### src/rtl/irq_pkg.sv
// ---------------------------------------------------------------------------
// irq_pkg
//   Shared definitions for the interrupt controller slice:
//     - default number of interrupt sources and default handler base address
//     - FSM state encoding (also exported on the controller's debug port)
//     - lowest_index(): priority helper, lowest set bit wins
// ---------------------------------------------------------------------------
package irq_pkg;

    localparam int          DEFAULT_NUM_SOURCES = 8;
    localparam logic [15:0] DEFAULT_VECTOR_BASE = 16'hFFF0;

    typedef enum logic [1:0] {
        ST_IDLE     = 2'd0,
        ST_REQUEST  = 2'd1,
        ST_COOLDOWN = 2'd2
    } irq_state_e;

    // Returns the index of the lowest set bit of req (0 if req is zero).
    // Scanning from the top down lets the lowest index overwrite the result last.
    function automatic logic [3:0] lowest_index(input logic [15:0] req);
        logic [3:0] idx;
        idx = 4'd0;
        for (int i = 15; i >= 0; i--) begin
            if (req[i]) begin
                idx = 4'(i);
            end
        end
        return idx;
    endfunction

endpackage

### src/rtl/irq_sync_edge.sv
// ---------------------------------------------------------------------------
// irq_sync_edge
//   One-bit synchronizer for an asynchronous level interrupt source, followed
//   by a history flop for rising-edge detection.
//
//   Ports:
//     clock  in   single clock, all flops on posedge
//     reset  in   asynchronous active-low reset, clears all three flops
//     din    in   asynchronous level input
//     rise   out  one-cycle pulse: synchronized input high, history low
//
//   The history flop resets to 0, so a source that is already high when reset
//   is released is reported as a fresh edge.
// ---------------------------------------------------------------------------
module irq_sync_edge (
    input  logic clock,
    input  logic reset,
    input  logic din,
    output logic rise
);

    logic sync1_q;
    logic sync2_q;
    logic hist_q;

    always_ff @(posedge clock or negedge reset) begin
        if (!reset) begin
            sync1_q <= 1'b0;
            sync2_q <= 1'b0;
            hist_q  <= 1'b0;
        end else begin
            sync1_q <= din;
            sync2_q <= sync1_q;
            hist_q  <= sync2_q;
        end
    end

    assign rise = sync2_q & ~hist_q;

endmodule

### src/rtl/irq_controller.sv
// ---------------------------------------------------------------------------
// irq_controller
//   Vectored, fixed-priority interrupt controller.  Each source is
//   synchronized and edge-detected; edges latch into pending bits (merged, not
//   counted).  A three-state FSM (IDLE -> REQUEST -> COOLDOWN) picks the
//   lowest-index pending and enabled source, raises irq with its handler
//   address, waits for the acknowledge and then holds irq low for one cycle.
//
//   Parameters:
//     NUM_SOURCES  number of interrupt sources (2..16)
//     VECTOR_BASE  handler address of source 0; source i uses VECTOR_BASE + i
//
//   Ports:
//     clock         in   single clock, all state on posedge
//     reset         in   asynchronous active-low reset
//     irq_src       in   asynchronous level sources, rising edge = request
//     mask_write    in   one-cycle strobe, loads mask from mask_data
//     mask_data     in   new enable mask (1 = enabled)
//     reset_irq     in   acknowledge, honoured only in REQUEST
//     irq           out  registered interrupt request (1 iff in REQUEST)
//     irq_vector    out  handler address of the in-service source
//     pending       out  registered pending bits
//     active_index  out  index of the in-service source
//     state_dbg     out  current FSM state (irq_state_e encoding)
// ---------------------------------------------------------------------------
module irq_controller
    import irq_pkg::*;
#(
    parameter int          NUM_SOURCES = DEFAULT_NUM_SOURCES,
    parameter logic [15:0] VECTOR_BASE = DEFAULT_VECTOR_BASE
) (
    input  logic                   clock,
    input  logic                   reset,
    input  logic [NUM_SOURCES-1:0] irq_src,
    input  logic                   mask_write,
    input  logic [NUM_SOURCES-1:0] mask_data,
    input  logic                   reset_irq,
    output logic                   irq,
    output logic [15:0]            irq_vector,
    output logic [NUM_SOURCES-1:0] pending,
    output logic [3:0]             active_index,
    output logic [1:0]             state_dbg
);

    // -----------------------------------------------------------------------
    // Per-source synchronizer and edge detector
    // -----------------------------------------------------------------------
    logic [NUM_SOURCES-1:0] rise;

    for (genvar i = 0; i < NUM_SOURCES; i++) begin : g_src
        irq_sync_edge u_sync_edge (
            .clock (clock),
            .reset (reset),
            .din   (irq_src[i]),
            .rise  (rise[i])
        );
    end

    // -----------------------------------------------------------------------
    // State
    // -----------------------------------------------------------------------
    irq_state_e             state_q;
    irq_state_e             state_n;
    logic                   irq_q;
    logic [NUM_SOURCES-1:0] mask_q;
    logic [NUM_SOURCES-1:0] pending_q;
    logic [NUM_SOURCES-1:0] pending_n;
    logic [3:0]             active_q;
    logic [15:0]            vector_q;

    // -----------------------------------------------------------------------
    // Priority selection: only the registered mask is used, so a mask write in
    // the same cycle as an IDLE selection takes effect one cycle later.
    // -----------------------------------------------------------------------
    logic [15:0] req16;
    logic [3:0]  sel;
    logic        any_req;

    always_comb begin
        req16                    = '0;
        req16[NUM_SOURCES-1:0]   = pending_q & mask_q;
        sel                      = lowest_index(req16);
        any_req                  = |req16;
    end

    // -----------------------------------------------------------------------
    // FSM next state.  reset_irq only matters in REQUEST; the mask is not
    // consulted there, so a mask change cannot withdraw a latched request.
    // -----------------------------------------------------------------------
    always_comb begin
        state_n = state_q;
        case (state_q)
            ST_IDLE: begin
                if (any_req) begin
                    state_n = ST_REQUEST;
                end
            end
            ST_REQUEST: begin
                if (reset_irq) begin
                    state_n = ST_COOLDOWN;
                end
            end
            ST_COOLDOWN: begin
                state_n = ST_IDLE;
            end
            default: begin
                state_n = ST_IDLE;
            end
        endcase
    end

    // -----------------------------------------------------------------------
    // Pending bits: acknowledge clears the in-service bit first, then new
    // edges are OR-ed in, so an edge coincident with its own acknowledge wins.
    // -----------------------------------------------------------------------
    always_comb begin
        pending_n = pending_q;
        if (state_q == ST_REQUEST && reset_irq) begin
            for (int i = 0; i < NUM_SOURCES; i++) begin
                if (active_q == 4'(i)) begin
                    pending_n[i] = 1'b0;
                end
            end
        end
        pending_n = pending_n | rise;
    end

    // -----------------------------------------------------------------------
    // Registers
    // -----------------------------------------------------------------------
    always_ff @(posedge clock or negedge reset) begin
        if (!reset) begin
            state_q   <= ST_IDLE;
            irq_q     <= 1'b0;
            mask_q    <= '0;
            pending_q <= '0;
            active_q  <= 4'd0;
            vector_q  <= VECTOR_BASE;
        end else begin
            state_q   <= state_n;
            // irq is its own flop so the output never sees state decode glitches
            irq_q     <= (state_n == ST_REQUEST);
            pending_q <= pending_n;
            if (mask_write) begin
                mask_q <= mask_data;
            end
            // Vector and index only change on selection, so they are stable
            // for the whole time irq is high.  16-bit add wraps by design.
            if (state_q == ST_IDLE && any_req) begin
                active_q <= sel;
                vector_q <= VECTOR_BASE + {12'd0, sel};
            end
        end
    end

    assign irq          = irq_q;
    assign irq_vector   = vector_q;
    assign pending      = pending_q;
    assign active_index = active_q;
    assign state_dbg    = state_q;

endmodule

### config.mk
export PLATFORM = sky130hd
export DESIGN_NAME = irq_controller
export DESIGN_NICKNAME = d
export VERILOG_FILES = /design/src/rtl/irq_pkg.sv /design/src/rtl/irq_sync_edge.sv /design/src/rtl/irq_controller.sv
export SDC_FILE = /design/constraint.sdc
export NUM_CORES = 1
export LEC_CHECK = 0
export CAP_MARGIN = 20
export CORE_AREA = 5 5 73 75
export CTS_CLUSTER_SIZE = 30
export DETAILED_ROUTE_END_ITERATION = 12
export DIE_AREA = 0 0 78 80
export PLACE_DENSITY = 0.73
export SLEW_MARGIN = 0
export SYNTH_ARGS = -nofsm -noshare
export SYNTH_HDL_FRONTEND = slang
export SYNTH_SLANG_ARGS = --single-unit
### constraint.sdc
create_clock -name clock -period 2.4 [get_ports clock]
set_input_delay 0.72 -clock clock [delete_from_list [all_inputs] [get_ports clock]]
set_output_delay 0.72 -clock clock [all_outputs]
set_load 0.02 [all_outputs]
==> results of run 1 <==
[kinds of logic (layout without fill, tap and decap cells)]
| group | after synthesis | after routing | share of synthesized area (%) |
|---|---|---|---|
| other | 2 | 14 | 0.4290 |
| multiplexers | 8 | 8 | 5.147 |
| buffers and inverters | 27 | 54 | 9.506 |
| flip-flops | 46 | 46 | 65.76 |
| AO/OA/AOI/OAI | 32 | 32 | 12.58 |
| AND/OR/NAND/NOR | 18 | 18 | 6.576 |
[sequential cells by signal, indices dropped and copies added (netlist names)]
| signal | cells |
|---|---|
| pending | 8 |
| mask_q | 8 |
| irq | 1 |
| active_index | 3 |
| g_src.u_sync_edge.sync1_q | 8 |
| state_dbg | 2 |
| g_src.u_sync_edge.sync2_q | 8 |
| g_src.u_sync_edge.hist_q | 8 |
[through the flow]
step | setup slack [ns] | total power, W | hold slack, ns
2_1_floorplan | 0.9512 | 0.001357 | 0.3312
3_3_place_gp | 0.4257 | 0.001593 | 0.3310
3_5_place_dp | 0.3634 | 0.001610 | 0.3347
4_1_cts | 0.1744 | 0.002174 | 0.3533
5_1_grt | 0.1179 | 0.002262 | 0.3602
6_report | 0.1883 | 0.002148 | 0.3523
[worst max path at each step]
stage / slack [ns] / from / endpoint
2_1_floorplan: 0.95 / active_index[1]$_DFFE_PN0P_ / irq_vector[1]
6_report: 0.19 / active_index[1]$_DFFE_PN0P_ / irq_vector[1]
3_3_place_gp: 0.43 / reset_irq / pending[6]$_DFF_PN0_
3_5_place_dp: 0.36 / reset_irq / pending[7]$_DFF_PN0_
5_1_grt: 0.12 / active_index[1]$_DFFE_PN0P_ / irq_vector[1]
4_1_cts: 0.17 / active_index[1]$_DFFE_PN0P_ / irq_vector[1]
[final cells by class]
| class | count | area, um2 |
|---|---|---|
| well taps | 54 | 67.56 |
| clock buffers | 6 | 72.57 |
| repair buffers | 37 | 362.8 |
| fillers | 415 | 2395 |
| inverters | 9 | 33.78 |
| multi-input cells | 72 | 478.0 |
| flip-flops and latches | 46 | 1151 |
| clock inverters | 2 | 37.54 |
[report_power, final]
part | switching, W | total (W) | internal, W
sequential | 0.000129 | 0.00101 | 0.000876
combinational | 0.000297 | 0.000583 | 0.000286
clock | 0.000250 | 0.000560 | 0.000310
[synth_stat cells, types with 2 or more instances]
master	number	area share [%]
dfrtp_1	46	66
buf_4	17	7.3
o21ai_0	13	3.7
inv_1	9	1.9
mux2_2	8	5.1
nand2_1	7	1.5
a21oi_1	5	1.4
nand2b_1	3	1.1
o21ai_1	3	0.86
a211oi_1	2	0.86
conb_1	2	0.43
[per-layer routing]
metal  up-vias  track usage [%]
met1       504            12.26
met2        54            15.86
met5         -                0
met3         4            4.966
met4         0            3.547
li1        497                -
==> summary.txt, run 1 <==
Clock tree
  • TritonCTS clock tree: yes
  • Hold buffers post-CTS: 0
  • Root buf cell: clkbuf_8
  • Post-CTS sizing: 0
  • H-Tree Depth: 2
  • Clk sink count: 46
  • Num CTS Buffers: 5
  • CTS max path bufs: 2
  • # Post-CTS Setup Buffers: 0
  • Clk slew on worst S/H paths: 0.08 ns
  • Clock Latency Late Sink: 0.30 ns

Pwr
  • Leak Pwr: 0.9488 nW
  • Power density over the cells: 974.9 mW/mm2
  • Max rail drop VDD: 0.3876 mV

Setup path
  • Worst Path Required: 1.68 ns
  • R2R setup slack: 1.08 ns
  • CP max-delay cell: clkdlybuf4s50_1
  • Reg2Reg Capture Point: pending[7]$_DFF_PN0_
  • Worst Path Arrival: 1.49 ns
  • Critical path depth: 1
  • Reg2Reg Depth: 4
  • Crit path largest cell delay: 0.67 ns
  • Largest delay share family, worst path: buffers and inverters
  • Crit Path Category: flop to primary output
  • Crit start category: flop
  • Worst-path cell chain: clkdlybuf4s50_1
  • Reg2reg start: state_dbg[1]$_DFF_PN0_
  • Crit path buf inv count: 1
  • Max FO, Critical Path: 8
  • Crit end category: primary output

Yosys
  • Synthesized area: 0.001750 mm2
  • Netlist cell types: 29
  • EDFF count, synth: 0
  • Sequential area share after synthesis: 65.76%
  • Synth warn: 0
  • Top FF cell, synth: dfrtp_1
  • Post-synthesis register bit count: 46
  • Asr flop ratio synth: 100.0%
  • Gate Count Post-Synth: 133
  • Syn avg cell area: 13.16 um2

Detailed routing
  • Antenna-violating nets left: 0
  • Routed wl met2: 1400 um
  • Initial DRC count: 38
  • Met1 WL: 1279 um
  • Vias/cell: 4.686
  • Met3 Routed Length: 342 um
  • Detailed-route wire length: 3051 um
  • Drt wl/cell: 13.50 um
  • DRT Pass-1 Iters: 4
  • Uppermost layer routed: met4
  • Via count: 1,059
  • DRC: 0

Job
  • Max Cap Violations: 0

Outcome
  • Status: finished, final reports clean

Floorplan
  • Initial core utilization: 38.07%
  • DIE HEIGHT: 80 um
  • Std-Cell Core Area: 0.004598 mm2
  • I/O pin count: 51
  • Die X: 78 um
  • Row count: 25
  • Die Footprint: 0.006240 mm2

Timing
  • Slew headroom: 63.29%
  • RSZ-0062 raised after global routing: false
  • Slew @ Worst Pin: 0.5507 ns
  • Final Cycle Share: 92.16%
  • Setup TNS: 0 ns
  • Final hold vios: 0
  • Max Clock Skew: 0.005310 ns
  • Fmax achieved: 452.1 MHz
  • Max-slew violations: 0
  • Final setup viols: 0
  • Fin crit period: 2.212 ns

Hold path
  • HP Start: g_src[6].u_sync_edge.sync1_q$_DFF_PN0_
  • Hold/Removal Path Class: flop to flop
  • Hold depth: 0
  • Hold Crit Endpoint: g_src[6].u_sync_edge.sync2_q$_DFF_PN0_

Placement
  • PortBufs: 36
  • Placed cells: 218
  • GP Congestion: 0.7669
  • Detailed placement HPWL: 2247 um
  • Area after DPL: 0.002093 mm2

Finish
  • Layout cell share with drive strength beyond 1: 15.70%
  • Final nets: 191
  • Layout area overhead: 25.88%
  • Most common library cell in the layout ignoring fill and taps: dfrtp_1
  • Non-filler cells, final: 226
  • Final Cell Area: 0.002203 mm2
  • Final core occ: 47.92%
  • N_diodes: 0
  • Commonest cells after routing, fill and taps aside: dfrtp_1, clkdlybuf4s50_1, conb_1

GRT
  • Vias in the first global route: 1,044
  • Initial antenna violation count: 0
  • Largest net degree at the start of global routing: 47
  • First-pass GRT wire length: 4926 um
  • Global-route usage over all layers: 10.18%
  • Grt total ovfl: 0
Note: power is estimated with default switching activity, not from simulation.
==> inputs of run 2 (changes only) <==
- CAP_MARGIN: 20 -> not set
==> results of run 2 <==
No change in the layout: final DEF, timing and power equal those of run 1.
